## config.mk

```make
export PLATFORM = sky130hd
export DESIGN_NAME = uart_tx
export DESIGN_NICKNAME = d
export VERILOG_FILES = /design/src/rtl/uart_tx_pkg.sv /design/src/rtl/uart_tx_fifo.sv /design/src/rtl/uart_tx.sv
export SDC_FILE = /design/constraint.sdc
export NUM_CORES = 1
export LEC_CHECK = 0
export CAP_MARGIN = 20
export CORE_MARGIN = 2
export CORE_UTILIZATION = 56
export CTS_CLUSTER_DIAMETER = 50
export CTS_CLUSTER_SIZE = 24
export DETAILED_ROUTE_END_ITERATION = 6
export PLACE_DENSITY = 0.81
export SLEW_MARGIN = 5
export SYNTH_ARGS = -nofsm -noshare
export SYNTH_HDL_FRONTEND = slang
export SYNTH_HIERARCHICAL = 1
export SYNTH_SLANG_ARGS = --single-unit
export TNS_END_PERCENT = 5
```

## constraint.sdc

```tcl
create_clock -name clk -period 3.5 [get_ports clk]
set_input_delay 0.7 -clock clk [delete_from_list [all_inputs] [get_ports clk]]
set_output_delay 0.7 -clock clk [all_outputs]
set_load 0.02 [all_outputs]
```

## src/rtl/uart_tx_pkg.sv

```systemverilog
// Shared constants for the Hack I/O UART transmitter: FSM encodings,
// status-word bit positions and default sizing.
package uart_tx_pkg;

    localparam logic [1:0] UART_IDLE  = 2'd0;
    localparam logic [1:0] UART_START = 2'd1;
    localparam logic [1:0] UART_DATA  = 2'd2;
    localparam logic [1:0] UART_STOP  = 2'd3;

    localparam int unsigned STATUS_FULL          = 15;
    localparam int unsigned STATUS_ACTIVE        = 14;
    localparam int unsigned DEFAULT_CLKS_PER_BIT = 217;
    localparam int unsigned DEFAULT_FIFO_DEPTH   = 4;
    localparam int unsigned BYTE_W               = 8;
    localparam int unsigned WORD_W               = 16;

endpackage

```

## src/rtl/uart_tx_fifo.sv

```systemverilog
// First-word fall-through synchronous FIFO; rd_data is valid whenever !empty.
module sync_fifo #(
    parameter int unsigned WIDTH = 8,
    parameter int unsigned DEPTH = 4
) (
    input  logic                     clk,
    input  logic                     reset,
    input  logic                     wr_en,
    input  logic [WIDTH-1:0]         wr_data,
    input  logic                     rd_en,
    output logic [WIDTH-1:0]         rd_data,
    output logic                     full,
    output logic                     empty,
    output logic [$clog2(DEPTH):0]   count
);

    localparam int unsigned AW = $clog2(DEPTH);
    localparam int unsigned CW = AW + 1;

    logic [WIDTH-1:0] mem_q [DEPTH];
    logic [AW-1:0]    wr_ptr_q;
    logic [AW-1:0]    rd_ptr_q;
    logic [CW-1:0]    count_q;
    logic             do_wr;
    logic             do_rd;

    assign do_wr = wr_en && !full;
    assign do_rd = rd_en && !empty;

    // Pointers wrap naturally because DEPTH is a power of two.
    always_ff @(posedge clk) begin
        if (reset) begin
            wr_ptr_q <= '0;
            rd_ptr_q <= '0;
            count_q  <= '0;
        end else begin
            if (do_wr) wr_ptr_q <= wr_ptr_q + AW'(1);
            if (do_rd) rd_ptr_q <= rd_ptr_q + AW'(1);
            count_q <= count_q + CW'(do_wr) - CW'(do_rd);
        end
    end

    always_ff @(posedge clk) begin
        if (do_wr) mem_q[wr_ptr_q] <= wr_data;
    end

    assign rd_data = mem_q[rd_ptr_q];
    assign full    = (count_q == CW'(DEPTH));
    assign empty   = (count_q == '0);
    assign count   = count_q;

endmodule

```

## src/rtl/uart_tx.sv

```systemverilog
// Memory-mapped 8N1 UART transmitter: CPU writes bytes through load/in,
// a FIFO queues them and the frame FSM shifts them out LSB first on tx.
module uart_tx
    import uart_tx_pkg::*;
#(
    parameter int unsigned CLKS_PER_BIT = DEFAULT_CLKS_PER_BIT,
    parameter int unsigned FIFO_DEPTH   = DEFAULT_FIFO_DEPTH
) (
    input  logic              clk,
    input  logic              reset,
    input  logic              load,
    input  logic [WORD_W-1:0] in,
    output logic              tx,
    output logic [WORD_W-1:0] out
);

    localparam int unsigned TW = $clog2(CLKS_PER_BIT);
    localparam int unsigned CW = $clog2(FIFO_DEPTH) + 1;

    logic [1:0]        state_q, state_d;
    logic [TW-1:0]     timer_q, timer_d;
    logic [2:0]        idx_q, idx_d;
    logic [BYTE_W-1:0] shift_q, shift_d;
    logic              tx_q, tx_d;
    logic [WORD_W-1:0] out_q, out_d;

    logic              push_c;
    logic              pop_c;
    logic              bit_end_c;
    logic [CW-1:0]     count_d;
    logic [BYTE_W-1:0] fifo_rd_data;
    logic              fifo_full;
    logic              fifo_empty;
    logic [CW-1:0]     fifo_count;
    logic              unused_hi;

    assign unused_hi = ^in[WORD_W-1:BYTE_W];
    assign push_c    = load && !fifo_full;
    assign bit_end_c = (timer_q == TW'(CLKS_PER_BIT - 1));

    sync_fifo #(
        .WIDTH (BYTE_W),
        .DEPTH (FIFO_DEPTH)
    ) u_fifo (
        .clk     (clk),
        .reset   (reset),
        .wr_en   (push_c),
        .wr_data (in[BYTE_W-1:0]),
        .rd_en   (pop_c),
        .rd_data (fifo_rd_data),
        .full    (fifo_full),
        .empty   (fifo_empty),
        .count   (fifo_count)
    );

    // Frame sequencing; STOP end chains straight into the next START when data is queued.
    always_comb begin
        state_d = state_q;
        timer_d = timer_q;
        idx_d   = idx_q;
        shift_d = shift_q;
        tx_d    = tx_q;
        pop_c   = 1'b0;

        if (state_q != UART_IDLE) begin
            timer_d = bit_end_c ? '0 : timer_q + TW'(1);
        end

        case (state_q)
            UART_IDLE: begin
                if (!fifo_empty) begin
                    pop_c   = 1'b1;
                    shift_d = fifo_rd_data;
                    tx_d    = 1'b0;
                    timer_d = '0;
                    state_d = UART_START;
                end
            end
            UART_START: begin
                if (bit_end_c) begin
                    tx_d    = shift_q[0];
                    idx_d   = '0;
                    state_d = UART_DATA;
                end
            end
            UART_DATA: begin
                if (bit_end_c) begin
                    if (idx_q == 3'd7) begin
                        tx_d    = 1'b1;
                        state_d = UART_STOP;
                    end else begin
                        shift_d = {1'b0, shift_q[BYTE_W-1:1]};
                        tx_d    = shift_q[1];
                        idx_d   = idx_q + 3'd1;
                    end
                end
            end
            UART_STOP: begin
                if (bit_end_c) begin
                    if (!fifo_empty) begin
                        pop_c   = 1'b1;
                        shift_d = fifo_rd_data;
                        tx_d    = 1'b0;
                        state_d = UART_START;
                    end else begin
                        state_d = UART_IDLE;
                    end
                end
            end
            default: begin
                tx_d    = 1'b1;
                timer_d = '0;
                state_d = UART_IDLE;
            end
        endcase
    end

    // Status reflects the post-edge FIFO occupancy and FSM state.
    always_comb begin
        count_d = fifo_count + CW'(push_c) - CW'(pop_c);
        out_d   = '0;
        out_d[STATUS_FULL]   = (count_d == CW'(FIFO_DEPTH));
        out_d[STATUS_ACTIVE] = (state_d != UART_IDLE) || (count_d != '0);
    end

    always_ff @(posedge clk) begin
        if (reset) begin
            state_q <= UART_IDLE;
            timer_q <= '0;
            idx_q   <= '0;
            shift_q <= '0;
            tx_q    <= 1'b1;
            out_q   <= '0;
        end else begin
            state_q <= state_d;
            timer_q <= timer_d;
            idx_q   <= idx_d;
            shift_q <= shift_d;
            tx_q    <= tx_d;
            out_q   <= out_d;
        end
    end

    assign tx  = tx_q;
    assign out = out_q;

endmodule

```

==> reports/results.ini, run 1 <==
[status]
status = finished clean

[global_routing]
grt_pass1_wl_mm = 9.27
grt_use_total_pct = 19.4
grt_overflow = 0
antenna_found_initial = 0
grt_start_max_net_pins = 22
first_global_vias = 1944

[logic_synthesis]
yosysMostFrequentCell = dfxtp_1
synthTopCellsByCount = 33 x dfxtp_1, 32 x edfxtp_1, 25 x nand2_1
syn_inst = 273
synth_cell_type_count = 53
synth_mux_area_share_pct = 10.9
synth.cell_area_mm2 = 0.00321
synthSimpleGateAreaFrac_pct = 13.9
synth_top_area_cell = edfxtp_1
synth_top_family_by_area = simple AND/OR/NAND/NOR gates
synth_compound_area_share_pct = 9.00
synth_area_leaders = edfxtp_1 30%, dfxtp_1 21%, ha_1 6.2%
seq_area_frac_synth_pct = 50.5
synthFlopType = dfxtp_1
ys_ff_latch = 65
synth_edf_count = 32
synthXorXnorAreaFrac_pct = 1.56
async_reset_ff_share_pct = 0
synth_fa_ha_area_share_pct = 7.48
yosysTopAreaCellShare_pct = 29.9
syn_avg_cell_area_um2 = 11.8
synth_warnings = 6

[cells_and_area]
postLayoutCellArea_mm2 = 0.00354
drive_gt1_share_pct = 15.9
areaGrowthSynthToFinish_pct = 10.3
nets = 327
final_cells = 367
post-route-util_pct = 64.0
n_antenna_cell = 0

[pwr]
ir_worst_vdd_mv = 0.471
power_density_mw_per_mm2 = 729
finalPower_mw = 2.59
leakagePower_nw = 1.35

[place]
place.detailed.instances = 351
finalWeightedCongestion = 0.845
place_area_mm2 = 0.00337
hpwl_mm = 3.84
port_buffers = 13

[setup_path]
cp-start-kind = flop
crit_type = flop to flop
r2r-start = timer_q[0]
cp.buffers_inverters = 5
worst-path-stages = 17
crit_top_cell = inv_1
cp_max_fo = 7
cp_data_arrival_time_ps = 3380
rrSetupSlack_ps = 380
ff2ff_path_depth = 17
path_delay_family = simple AND/OR/NAND/NOR gates
slowest_stage = fa_1
required_ps = 3760
max_stage_delay_ps = 370
r2r-end = u_fifo/count[2]
endpoint_kind = flop
crit_chain = inv_1 -> ha_1 -> nand3b_1 -> nor2_1 -> a21oi_1 -> nor3_1 -> buf_4 -> o31ai_2 -> inv_1 -> ha_1 -> inv_1 -> ha_1 -> inv_1 -> fa_1 -> xor2_1 -> and2_2 -> nor3_1

[run]
maxCapViolations = 0

[clock_tree]
cts_root_buf = clkbuf_8
cts_made_buffers = 9
insertion_delay_ps = 340
cts_buffer_depth = 2
h-tree-depth = 3
clk_pin_slew_worst_paths_ps = 70
cts_setup_buffers = 0
cts_tree = built
cts_hold_buf = 0
clock-sinks = 65
cts-resized-gates = 0

[floorplan]
core_mm2 = 0.00554
fp.dieH_um = 79.7
initial_core_util_pct = 58.0
rows = 27
ios = 36
fp.dieW_um = 79.7
die_area_mm2 = 0.00636

[timing]
clock_skew_ps = 8.92
final.setup.tns_ps = 0
finalCritPeriodShare_pct = 89.1
worstMarginPinSlew_ps = 611
timing.final.crit_period_ps = 3120
rsz0062_at_grt = no
hold_viol = 0
slew_violations = 0
max_freq_mhz = 321
maxSlewHeadroom_pct = 59.3
setup_violations = 0

[routing]
drt_wl_total_mm = 5.40
vias = 2009
first_pass_iters = 4
drt_iter0_drc = 173
drt-vias-per-instance = 5.47
drc = 0
ant_nets = 0
wl_per_cell_um = 14.7

[worst_hold_path]
hold_end = shift_q[4]
min_path_cells = 2
min_from = shift_q[4]
worstHoldPathType = flop to flop

## registers in the layout, indices dropped and copies added (netlist names), named ones only
register and flops:
u_fifo/wr_ptr_q 2, shift_q 8, out 2, tx 1
u_fifo/mem_q 32, idx_q 3, state_q 2, timer_q 8
u_fifo/count 3, u_fifo/rd_ptr_q 2
## per-stage QoR
step	setup slack [ps]	hold WS [ps]
after CTS	400	465
final	382	459
after global placement	379	444
after floorplan	740	435
after detailed placement	322	452
after global routing	149	477
## worst max-delay path by stage
stage / start / end
6_report: timer_q[0] / u_fifo/count[2]
3_3_place_gp: load / u_fifo/count[2]
2_1_floorplan: timer_q[0] / out[14]
5_1_grt: timer_q[0] / u_fifo/count[2]
3_5_place_dp: load / u_fifo/count[2]
4_1_cts: timer_q[0] / u_fifo/count[2]
## cell type report
cell class,instances,area [µm²]
repair buffers,17,160
inverters,18,67.6
multi-input cells,179,1430
clock inverters,7,53.8
clock buffers,9,124
fillers,431,2000
well taps,72,90.1
flip-flops and latches,65,1620
## worst register-to-register path, cell delays in order (launching register included)
cell and delay (ps):
dfxtp_1 340, inv_1 80, ha_1 190, nand3b_1 210, nor2_1 210, a21oi_1 90
nor3_1 280, buf_4 190, o31ai_2 70, inv_1 80, ha_1 220, inv_1 60
ha_1 130, inv_1 50, fa_1 370, xor2_1 170, and2_2 200, nor3_1 120
## where the power goes
group          total, mW  internal [mW]  switching, mW
Clock              0.559          0.261          0.298
Sequential          1.05          0.945          0.110
Combinational      0.971          0.470          0.501
Total               2.59           1.68          0.909
## placed cells by master (no fill, tap or decap), drive strengths merged, types with 5 or more instances in the layout
cell,Yosys,layout
nand3,7,7
inv,18,20
clkbuf,7,9
mux2,8,8
nand2b,5,5
a21oi,11,11
nand2,25,25
dfxtp,33,33
nor2,7,7
conb,1,14
mux4,8,8
and2,6,6
mux2i,8,8
nor3,8,8
clkdlybuf4s50,0,13
o21ai,6,6
ha,16,16
edfxtp,32,32
## cells by family after synthesis
kind of cell | count (synthesis)
flip-flops | 65
buffers and inverters | 42
AND/OR/NAND/NOR | 79
adder cells (fa/ha/maj) | 18
AO/OA/AOI/OAI | 40
multiplexers | 24
XOR/XNOR | 4
other | 1
## metal layers
| layer | vias to the layer above | global-route usage, % | wire (µm) |
|---|---|---|---|
| li1 | 1010 | - | - |
| met1 | 947 | 25.9 | 2400 |
| met2 | 46 | 30.3 | 2700 |
| met3 | 6 | 4.75 | 224 |
| met4 | 0 | 8.14 | 68 |
| met5 | - | 0 | 0 |
No activity file was read; power rests on OpenSTA's default activity.
==> inputs of run 2 (changes only) <==
--- a/config.mk
+++ b/config.mk
@@ -7,10 +7,11 @@
 export LEC_CHECK = 0
 export CAP_MARGIN = 20
 export CORE_MARGIN = 2
-export CORE_UTILIZATION = 56
+export CORE_UTILIZATION = 63
 export CTS_CLUSTER_DIAMETER = 50
 export CTS_CLUSTER_SIZE = 24
 export DETAILED_ROUTE_END_ITERATION = 6
+export DONT_BUFFER_PORTS = 1
 export PLACE_DENSITY = 0.81
 export SLEW_MARGIN = 5
 export SYNTH_ARGS = -nofsm -noshare
==> reports/results.ini, run 2 (synthesis gave the netlist of run 1 again) <==
[status]
status = finished clean

[pwr]
swShare_pct = 35.0
leakagePower_nw = 1.31
p_sw_mw = 0.924
finalPower_mw = 2.64
p_int_mw = 1.72
power_density_mw_per_mm2 = 770
pwr-share-seq_pct = 40.8
pwr-share-comb_pct = 34.3
clockPowerShare_pct = 24.8
ir_worst_vdd_mv = 0.515

[global_routing]
first_global_vias = 1915
grt_pass1_wl_mm = 9.14
antenna_found_initial = 0
grt_start_max_net_pins = 27
grt_use_total_pct = 22.5
grt_overflow = 0

[timing]
hold_viol = 0
layout_setup_ws_ps = 385
setup_violations = 0
timing.final.crit_period_ps = 3110
finalCritPeriodShare_pct = 89.0
max_freq_mhz = 321
slew_violations = 0
clock_skew_ps = 6.38
maxSlewHeadroom_pct = 59.1
worstMarginPinSlew_ps = 613
rsz0062_at_grt = no
final.setup.tns_ps = 0

[routing]
ant_nets = 0
drt-vias-per-instance = 5.75
drc = 0
first_pass_iters = 4
drt_iter0_drc = 133
drt_wl_total_mm = 5.53
wl_per_cell_um = 15.9
vias = 2001

[clock_tree]
cts_buffer_depth = 2
cts_tree = built
cts_hold_buf = 0
cts_setup_buffers = 0
cts-resized-gates = 0
h-tree-depth = 3
insertion_delay_ps = 340
cts_made_buffers = 9
clock-sinks = 65
clk_pin_slew_worst_paths_ps = 80
cts_root_buf = clkbuf_8

[cells_and_area]
areaGrowthSynthToFinish_pct = 6.74
layout_commonest_cell = dfxtp_1
drive_gt1_share_pct = 16.7
layout_common_cells = 33 x dfxtp_1, 32 x edfxtp_1, 25 x nand2_1
n_antenna_cell = 0
post-route-util_pct = 71.2
postLayoutCellArea_mm2 = 0.00343
reg.largest.list = u_fifo/mem_q x32, shift_q x8, timer_q x8
largest_reg_flops = 32
top_register = u_fifo/mem_q
nets = 313
fill_cells = 335

[floorplan]
ios = 36
fp.dieH_um = 75.4
initial_core_util_pct = 66.7
rows = 25
die_area_mm2 = 0.00569
core_mm2 = 0.00482
fp.dieW_um = 75.4

[setup_path]
cp-startpoint = timer_q[3]
crit_chain = nand4b_4 -> nor2_1 -> a21oi_1 -> nor3_1 -> ha_1 -> inv_1 -> ha_1 -> fa_1 -> xor3_1 -> nand4_1 -> a21oi_1 -> o32ai_1
cp_max_fo = 9
max_stage_delay_ps = 480
cp-start-kind = flop
crit_type = flop to flop
cp_data_arrival_time_ps = 3330
endpoint_kind = flop
slowest_stage = dfxtp_1
required_ps = 3710
r2r-start = timer_q[3]

[worst_hold_path]
min_from = reset
worstHoldPathType = input pin to flop

[run]
maxCapViolations = 0

[place]
hpwl_mm = 3.83
place_area_mm2 = 0.00322
post-place-ws_ps = 422
port_buffers = 0
finalWeightedCongestion = 0.800

run 2: cell types whose count changed in the layout (fill, tap and decap cells not counted), sizes merged:
cell and delta:
bufinv +1, buf -1, clkinvlp -2, inv +2, clkdlybuf4s50 -13, clkinv -1
run 2: through the flow:
| step | hold WS [ps] | instances |
|---|---|---|
| final | 421 | 348 |
| after global routing | 394 | 348 |
| after CTS | 404 | 348 |
| after detailed placement | 453 | 332 |
| after global placement | 446 | 332 |
| after floorplan | 435 | 286 |
run 2: layout make-up:
cell class | count | area (µm²) | share of cell area [%]
Clock buffer | 9 | 124 | 3.61
Clock inverter | 7 | 82.6 | 2.41
Inverter | 18 | 67.6 | 1.97
Multi-Input combinational cell | 179 | 1430 | 41.6
Sequential cell | 65 | 1620 | 47.3
Tap cell | 67 | 83.8 | 2.44
Timing Repair Buffer | 3 | 22.5 | 0.657
run 2: path summary, 6_finish.rpt:
kind,cells past startpoint,slack (ps),endpoint
hold / removal,1,420,u_fifo/count[1]
hold reg to reg,2,460,shift_q[4]
setup reg to reg,12,390,out[14]
setup / recovery,12,390,out[14]
run 2: power by group through the flow:
stage          clock (mW)  sequential, mW  combinational, mW
2_1_floorplan           0            1.04              0.772
3_3_place_gp            0            1.08              0.854
3_5_place_dp            0            1.09              0.895
4_1_cts             0.671            1.08              0.903
5_1_grt             0.704            1.10               1.02
6_report            0.655            1.08              0.906
run 2: routing by layer:
layer | routed length [µm] | vias to the layer above | GRT usage, % | part of all wire, %
met4 | 80 | 0 | 9.75 | 1.4
met2 | 2670 | 67 | 34.8 | 48
met3 | 303 | 8 | 7.54 | 5.5
met1 | 2480 | 946 | 29.2 | 45
met5 | 0 | - | 0 | 0
li1 | - | 980 | - | -
run 2: worst max-delay path, delay by kind of cell (launching register included):
kind,cells,cell delay (ps)
AND/OR/NAND/NOR,4,870
AO/OA/AOI/OAI,3,430
adder cells (fa/ha/maj),3,750
buffers and inverters,1,40
XOR/XNOR,1,430
flip-flops,1,480
==> inputs of run 3 (changes only) <==
--- a/config.mk
+++ b/config.mk
@@ -5,6 +5,7 @@
 export SDC_FILE = /design/constraint.sdc
 export NUM_CORES = 1
 export LEC_CHECK = 0
+export ABC_AREA = 1
 export CAP_MARGIN = 20
 export CORE_MARGIN = 2
 export CORE_UTILIZATION = 63
==> reports/results.ini, run 3 <==
[floorplan]
fp.dieW_um = 75.4
ios = 36
core_mm2 = 0.00501
rows = 26
fp.dieH_um = 75.4
initial_core_util_pct = 64.2
die_area_mm2 = 0.00569

[setup_path]
crit_type = flop to flop
r2r-start = u_fifo/count[1]
cp_data_arrival_time_ps = 3250
ff2ff_path_depth = 17
endpoint_kind = flop
max_stage_delay_ps = 470
crit_chain = nor2_1 -> nand2_1 -> inv_1 -> nor2_1 -> nand3_1 -> nand2_1 -> inv_1 -> nor2_1 -> ha_1 -> inv_1 -> ha_1 -> fa_1 -> or2_2 -> nor2_1 -> nand2_1 -> nand2_1 -> nand2_1
required_ps = 3740
rrSetupSlack_ps = 490
slowest_stage = dfxtp_1
r2r-end = out[14]
crit_top_cell = nand2_1
cp_max_fo = 6
cp-start-kind = flop

[place]
finalWeightedCongestion = 0.839
post-place-ws_ps = 543
hpwl_mm = 3.65
port_buffers = 0

[run]
maxCapViolations = 0

[global_routing]
grt_pass1_wl_mm = 8.50
antenna_found_initial = 0
grt_use_total_pct = 20.4
grt_overflow = 0
first_global_vias = 1987
grt_start_max_net_pins = 18

[timing]
layout_setup_ws_ps = 492
timing.final.crit_period_ps = 3010
hold_viol = 0
final.setup.tns_ps = 0
worstMarginPinSlew_ps = 786
clock_skew_ps = 7.21
setup_violations = 0
max_freq_mhz = 332
finalCritPeriodShare_pct = 85.9
maxSlewHeadroom_pct = 47.4
rsz0062_at_grt = no
slew_violations = 0

[clock_tree]
cts_tree = built
clk_pin_slew_worst_paths_ps = 80
clock-sinks = 65
h-tree-depth = 3
cts_made_buffers = 9
insertion_delay_ps = 340
cts_setup_buffers = 0
cts_buffer_depth = 2
cts_root_buf = clkbuf_8
cts-resized-gates = 0
cts_hold_buf = 0

[routing]
wl_met1_mm = 2.37
drt_iter0_drc = 123
dr.max_layer_used = met4
drt-vias-per-instance = 5.06
vias = 2260
first_pass_iters = 4
wl_met2_mm = 2.66
drc = 0
drt_wl_total_mm = 5.36
ant_nets = 0
route.met3.wl_um = 248
wl_per_cell_um = 12.0

[cells_and_area]
post-route-util_pct = 67.6
drive_gt1_share_pct = 9.55
areaGrowthSynthToFinish_pct = 5.29
nets = 409
layout_common_cells = 70 x nand2_1, 58 x nor2_1, 38 x inv_1
top_register = u_fifo/mem_q
largest_reg_flops = 32
n_antenna_cell = 0
reg.largest.list = u_fifo/mem_q x32, shift_q x8, timer_q x8
layout_commonest_cell = nand2_1

[logic_synthesis]
ys_ff_latch = 65
syn_avg_cell_area_um2 = 8.76
synth_fa_ha_area_share_pct = 7.47
synth_top_family_by_area = simple AND/OR/NAND/NOR gates
synth.cell_area_mm2 = 0.00322
synthSimpleGateAreaFrac_pct = 20.4
synth_warnings = 6
yosysMostFrequentCell = nand2_1
synth_cell_type_count = 37
synth_compound_area_share_pct = 11.3
seq_area_frac_synth_pct = 50.4
syn_inst = 367
synth_area_leaders = edfxtp_1 30%, dfxtp_1 21%, nand2_1 8.2%
yosysTopAreaCellShare_pct = 29.9
synth_edf_count = 32
synthFlopType = dfxtp_1
async_reset_ff_share_pct = 0
synthXorXnorAreaFrac_pct = 0.817
synthTopCellsByCount = 70 x nand2_1, 58 x nor2_1, 38 x inv_1
synth_mux_area_share_pct = 0
synth_top_area_cell = edfxtp_1

[worst_hold_path]
min_from = reset
worstHoldPathType = input pin to flop
min_path_cells = 1
hold_end = shift_q[7]

[status]
status = finished clean

[pwr]
power_density_mw_per_mm2 = 726
ir_worst_vdd_mv = 0.452
leakagePower_nw = 1.41

-- run 3: cell types whose count changed after synthesis, sizes merged, moves of 8 or more --
cell | previous run | this run
inv | 18 | 41
nor2 | 7 | 63
mux2i | 8 | 0
mux4 | 8 | 0
nand2 | 25 | 75
o21ai | 6 | 37
mux2 | 8 | 0
-- run 3: metrics by stage --
step	instances	hold slack [ps]	power [mW]	cell area, µm²
floorplan	380	447	1.76	3260
global placement	431	452	1.86	3210
detailed placement	431	457	1.90	3210
CTS	447	401	2.47	3390
global route	447	388	2.66	3390
finish	447	407	2.46	3390
-- run 3: cells by family after synthesis --
kind of cell | after synthesis
AOI/OAI and AO/OA | 64
buffers and inverters | 61
adders and majority gates | 18
other | 1
xor gates and xnor gates | 3
and+or+nand+nor | 155
DFF | 65
-- run 3: worst max-delay path by stage --
stage                     slack, ps            start      end
after CTS                       490  u_fifo/count[1]  out[14]
after global placement          650  u_fifo/count[1]  out[14]
after global routing            230  u_fifo/count[1]  out[14]
final                           490  u_fifo/count[1]  out[14]
after floorplan                 860  u_fifo/count[1]  out[14]
after detailed placement        540  u_fifo/count[1]  out[14]
-- run 3: area by class of cell --
type,count,area [µm²]
clock buffers,9,124
flip-flops and latches,65,1620
well taps,70,87.6
clock inverters,7,53.8
fillers,416,1620
multi-input cells,254,1340
inverters,42,163
-- run 3: where the power goes --
| part | leakage, nW | switching (mW) | internal (mW) |
|---|---|---|---|
| Sequential | 0.563 | 0.116 | 0.953 |
| Clock | 0.0839 | 0.307 | 0.261 |
| Combinational | 0.767 | 0.528 | 0.293 |
| Total | 1.41 | 0.951 | 1.51 |
-- run 3: metal layers --
metal,vias to the layer above,global-route usage [%]
li1,1174,-
met1,1031,24.2
met5,-,0
met2,44,33.9
met3,11,7.28
met4,0,7.99
-- run 3: worst max-delay path: cells and delay by family, from the launching register on --
| kind | cells | cell delay [ps] |
|---|---|---|
| DFF | 1 | 470 |
| adders and majority gates | 3 | 850 |
| buffers and inverters | 3 | 250 |
| and+or+nand+nor | 11 | 1350 |
==> edit 1 (config.mk and constraints of run 3) <==
Make the reset (`reset`) asynchronous in 2 clocked blocks.
--- a/src/rtl/uart_tx_fifo.sv
+++ b/src/rtl/uart_tx_fifo.sv
@@ -29,5 +29,5 @@
 
     // Pointers wrap naturally because DEPTH is a power of two.
-    always_ff @(posedge clk) begin
+    always_ff @(posedge clk or posedge reset) begin
         if (reset) begin
             wr_ptr_q <= '0;
--- a/src/rtl/uart_tx.sv
+++ b/src/rtl/uart_tx.sv
@@ -124,5 +124,5 @@
     end
 
-    always_ff @(posedge clk) begin
+    always_ff @(posedge clk or posedge reset) begin
         if (reset) begin
             state_q <= UART_IDLE;
Behaviour: differs if reset is asserted again (counterexample within 4 cycles, from zero or initial values and one cycle with reset high); with reset held inactive, the same outputs for 10 cycles.
==> edit 1 against run 3 <==
Synthesized area is 4.0% higher. Routed wire length is 0.47% lower. Cell count is 4.5% lower. Sequential cell count is 2 lower. Highest routed layer unchanged. Clock skew hardly changed. Largest cell class unchanged. Via count is 4.7% lower. Worst setup slack better by 0.11 ns. Final area is 4.5% higher.
Power is not compared: it rests on default switching activity, and its combinational part moved more than twofold at a synthesized area within 25%.
==> edit 1: results (changes against run 3) <==
Synthesis
  – Synth cell types: 35 (was 37)
  – Mux share of post-synthesis cell area: 0.0180 (was 0)
  – Synth async-reset ratio: 0.492 (was 0)
  – Synth area leaders: edfxtp_1 (29%), dfrtp_1 (22%), nand2_1 (9.0%) (was edfxtp_1 (30%), dfxtp_1 (21%), nand2_1 (8.2%))
  – Adder-Cell Fraction of Synth Area: 0.0719 (was 0.0747)
  – Most frequent cells after synthesis: nand2_1 (80), inv_1 (47), edfxtp_1 (32) (was nand2_1 (70), nor2_1 (58), inv_1 (38))
  – Syn Inst Count: 347 (was 367)
  – Seq/Total Area, Yosys: 0.520 (was 0.504)
  – Compound-cell area share of the yosys netlist: 0.0831 (was 0.113)
  – XOR/XNOR Fraction of Synth Area: 0.0105 (was 0.00817)

GRT
  – M1 GR Usage: 0.231 (was 0.242)
  – GRT met3 Usage: 0.0624 (was 0.0728)
  – First-pass GRT wire length: 8910 um (was 8500 um)
  – Number of global-route vias before repair: 1,983 (was 1,987)
  – Largest net degree at the start of global routing: 28 (was 18)
  – Met2 usage: 0.332 (was 0.339)
  – GRT Resource Usage Total: 0.199 (was 0.204)

Status
  – Status: finished, final reports clean (unchanged)

Critical path
  – Family with the most delay on the worst path: adder cells (was simple AND/OR/NAND/NOR gates)
  – Largest stage delay, worst path: 0.43 ns (was 0.47 ns)
  – Arr. time, crit path: 3.13 ns (was 3.25 ns)
  – Reg2Reg Setup Slack: 0.60 ns (was 0.49 ns)

STA
  – Tightest Pin Transition: 0.908 ns (was 0.786 ns)
  – Hold_ws: 0.180 ns (was 0.407 ns)
  – Final min period: 2.90 ns (was 3.01 ns)
  – Clock Skews: 0.00740 ns (was 0.00721 ns)

Placement
  – Placed Cells: 411 (was 431)
  – Placed inst area: 0.00332 mm^2 (was 0.00321 mm^2)
  – Post-DP HPWL: 3630 um (was 3650 um)
  – Gpl congestion: 0.747 (was 0.839)

Routing
  – 1st-pass router iterations: 5 (was 4)
  – Via Count: 2,154 (was 2,260)
  – Mean number of vias per cell: 5.04 (was 5.06)
  – DRT iter0 DRCs: 102 (was 123)

Power
  – Seq pwr: 948 uW

Clock tree
  – Clk buf depth: 2 (unchanged)

Final layout
  – Fin nets: 389 (was 409)

Hold path
  – Worst min-delay path class: in -> async (was in -> reg)
[edit 1: changes by cell type after synthesis, sizes merged, moves of 10 or more]
cell and change:
a21oi -10, inv +10, dfxtp -33, nor2 -31
nand2 +13, dfrtp +30
[edit 1: path summary, 6_finish.rpt]
kind | from | endpoint | cells after the start
max | u_fifo/count[1] | out[14] | 16
min | reset | u_fifo/rd_ptr_q[1] | 1
max reg2reg | u_fifo/count[1] | out[14] | 16
min reg2reg | idx_q[0] | idx_q[0] | 1
max in group asynchronous | reset | shift_q[3] | 1
min in group clk | in[1] | u_fifo/mem_q[2][1] | 0
[edit 1: stage by stage]
stage | power (uW) | utilization
5_1_grt | 2140 | 0.693
3_5_place_dp | 1340 | 0.650
4_1_cts | 2040 | 0.693
2_1_floorplan | 1260 | -
3_3_place_gp | 1310 | 0.650
6_report | 2020 | 0.693
[edit 1: layer usage]
metal | vias to the layer above | wire (um) | share of wire
li1 | 1091 | - | -
met1 | 1008 | 2360 | 0.44
met2 | 44 | 2650 | 0.50
met3 | 11 | 209 | 0.039
met4 | 0 | 110 | 0.021
met5 | - | 0 | 0
[edit 1: worst reg2reg max path: stages (launching register included)]
cell     delay, ns
dfrtp_1       0.43
nor2_1        0.16
nand2_1       0.14
inv_1         0.21
inv_1         0.09
nand4_1       0.12
a21oi_1       0.15
ha_1          0.32
inv_1         0.04
ha_1          0.19
fa_1          0.38
xnor2_1       0.15
xor2_1        0.14
inv_1         0.07
nand2_1       0.05
nor2_1        0.09
nand2_1       0.06
[edit 1: layout make-up]
cell class | count | area (um^2)
multi-input cells | 226 | 1290
clock buffers | 10 | 128
flip-flops and latches | 63 | 1740
clock inverters | 6 | 93.8
well taps | 70 | 87.6
repair buffers | 1 | 7.51
inverters | 51 | 191
fillers | 389 | 1570
==> edit 2 (config.mk and constraints of run 3) <==
Without the edit above. The package constant `WORD_W` goes from 16 to 20.
--- a/src/rtl/uart_tx_pkg.sv
+++ b/src/rtl/uart_tx_pkg.sv
@@ -13,5 +13,5 @@
     localparam int unsigned DEFAULT_FIFO_DEPTH   = 4;
     localparam int unsigned BYTE_W               = 8;
-    localparam int unsigned WORD_W               = 16;
+    localparam int unsigned WORD_W               = 20;
 
 endpackage
Interface: changed (resized in and out); port bits go from 36 to 44. The function was not compared with the original's and may differ.
==> edit 2 against run 3 <==
Via count increased by 1.0%. Final area rose by 0.22%. Routed wire length grew 3.4%. Worst setup slack better by 0.034 ns. Power down 0.61%. Synthesized cell count is 1.1% higher. Synthesized area rose by 0.93%. Clock power is 3.7% lower. Critical path depth unchanged. Sequential cell count stayed put. Critical path type unchanged. Critical endpoint unchanged. Highest routed layer unchanged.
==> edit 2: results (changes against run 3) <==
Status
  – Status: finished, final reports clean (unchanged)

Clock tree
  – Postcts setup bufs: 0 (unchanged)
  – Clock transition at path regs: 0.08 ns (about the same)
  – Clk_lat worst skew: 0.33 ns
  – Clock root buffer: clkbuf_8 (unchanged)
  – Clk buf depth: 2 (unchanged)
  – CTS Buf Count: 9 (unchanged)
  – H-tree levels: 3 (unchanged)
  – # resized after CTS: 0 (unchanged)

Synthesis
  – Post-synth EDFFs: 32 (unchanged)
  – Synth async-reset ratio: 0 (unchanged)
  – Main synth FF type: dfxtp_1 (unchanged)
  – Adder-Cell Fraction of Synth Area: 0.0740 (was 0.0747)
  – Mux share of post-synthesis cell area: 0 (unchanged)
  – Seq/Total Area, Yosys: 0.500 (was 0.504)
  – Most frequent cells after synthesis: nand2_1 (70), nor2_1 (58), inv_1 (38) (unchanged)
  – Compound-cell area share of the yosys netlist: 0.112 (was 0.113)
  – XOR/XNOR Fraction of Synth Area: 0.00810 (was 0.00817)
  – Synth cell types: 37 (unchanged)
  – Yosys warning count: 6 (unchanged)
  – Synth area leaders: edfxtp_1 (30%), dfxtp_1 (20%), nand2_1 (8.1%) (was edfxtp_1 (30%), dfxtp_1 (21%), nand2_1 (8.2%))

Hold path
  – Worst min-delay path class: in -> reg (unchanged)

GRT
  – Largest net degree at the start of global routing: 18 (unchanged)
  – Number of global-route vias before repair: 2,108 (was 1,987)
  – Initial antenna violation count: 0 (unchanged)
  – GRT Resource Usage Total: 0.210 (was 0.204)
  – First-pass GRT wire length: 8910 um (was 8500 um)

Critical path
  – Family with the most delay on the worst path: simple AND/OR/NAND/NOR gates (unchanged)
  – Arr. time, crit path: 3.20 ns (was 3.25 ns)
  – Largest stage delay, worst path: 0.46 ns
  – CP max FO: 6 (unchanged)
  – CP max stage cell: dfxtp_1 (unchanged)

Placement
  – Post-DP HPWL: 3810 um (was 3650 um)
  – Gpl congestion: 0.838 (was 0.839)
  – PortBufs: 0 (unchanged)
  – Placed inst area: 0.00322 mm^2 (was 0.00321 mm^2)
  – Place WS: 0.522 ns (was 0.543 ns)

STA
  – Clock Skews: 0.0118 ns (was 0.00721 ns)
  – Tightest Pin Transition: 0.779 ns (was 0.786 ns)

Final layout
  – N_diodes: 0 (unchanged)
  – Layout cells sized above 1: 0.0947 (was 0.0955)
  – Top Registers: u_fifo/mem_q: 32 flops, shift_q: 8 flops, timer_q: 8 flops (unchanged)
  – # fillers: 408 (was 416)
  – Fin nets: 417 (was 409)

Routing
  – Via Count: 2,283 (was 2,260)
  – 1st-pass router iterations: 7 (was 4)
  – DR WL/cell: 12.3 um (was 12.0 um)
  – DRT iter0 DRCs: 136 (was 123)

Power
  – Peak supply drop: 0.000409 V (was 0.000452 V)
  – Total leakage power: 0.00142 uW (was 0.00141 uW)
## edit 2: changes by cell type after synthesis, sizes merged
| cell | change |
|---|---|
| buf | +4 |
## edit 2: metal layers
metal | share of wire | track usage | routed length, um
met5 | 0 | 0 | 0
met4 | 0.0060 | 0.0741 | 33
met3 | 0.050 | 0.0516 | 275
met2 | 0.51 | 0.375 | 2840
met1 | 0.43 | 0.244 | 2390
## edit 2: path summary, 6_finish.rpt
path                   startpoint         end  slack, ns  depth (start not counted)
hold / removal              reset  shift_q[7]       0.43                          1
setup / recovery  u_fifo/count[1]     out[14]       0.53                         17
hold reg to reg          idx_q[1]    idx_q[1]       0.46                          2
setup reg to reg  u_fifo/count[1]     out[14]       0.53                         17
## edit 2: stage by stage
stage / hold WS, ns / util / std cells
2_1_floorplan: 0.447 / - / 388
3_3_place_gp: 0.449 / 0.639 / 435
3_5_place_dp: 0.459 / 0.639 / 435
4_1_cts: 0.413 / 0.673 / 450
5_1_grt: 0.409 / 0.673 / 450
6_report: 0.429 / 0.673 / 450
## edit 2: layout make-up
cell class / instances / area [um^2] / share of cell area
inverters: 42 / 163 / 0.0479
well taps: 70 / 87.6 / 0.0258
clock buffers: 9 / 124 / 0.0365
clock inverters: 6 / 46.3 / 0.0136
multi-input cells: 258 / 1350 / 0.398
flip-flops and latches: 65 / 1620 / 0.478
## edit 2: power by group
part	leakage (uW)	switching [uW]	total [uW]	internal, uW
Clock	0.0000813	292	547	255
Combinational	0.000780	533	825	292
Sequential	0.000563	118	1070	953
## edit 2: cells by family after synthesis
| kind of cell | count (synthesis) |
|---|---|
| and+or+nand+nor | 155 |
| buffers and inverters | 65 |
| DFF | 65 |
| AOI/OAI and AO/OA | 64 |
| adders and majority gates | 18 |
| xor gates and xnor gates | 3 |
| other | 1 |
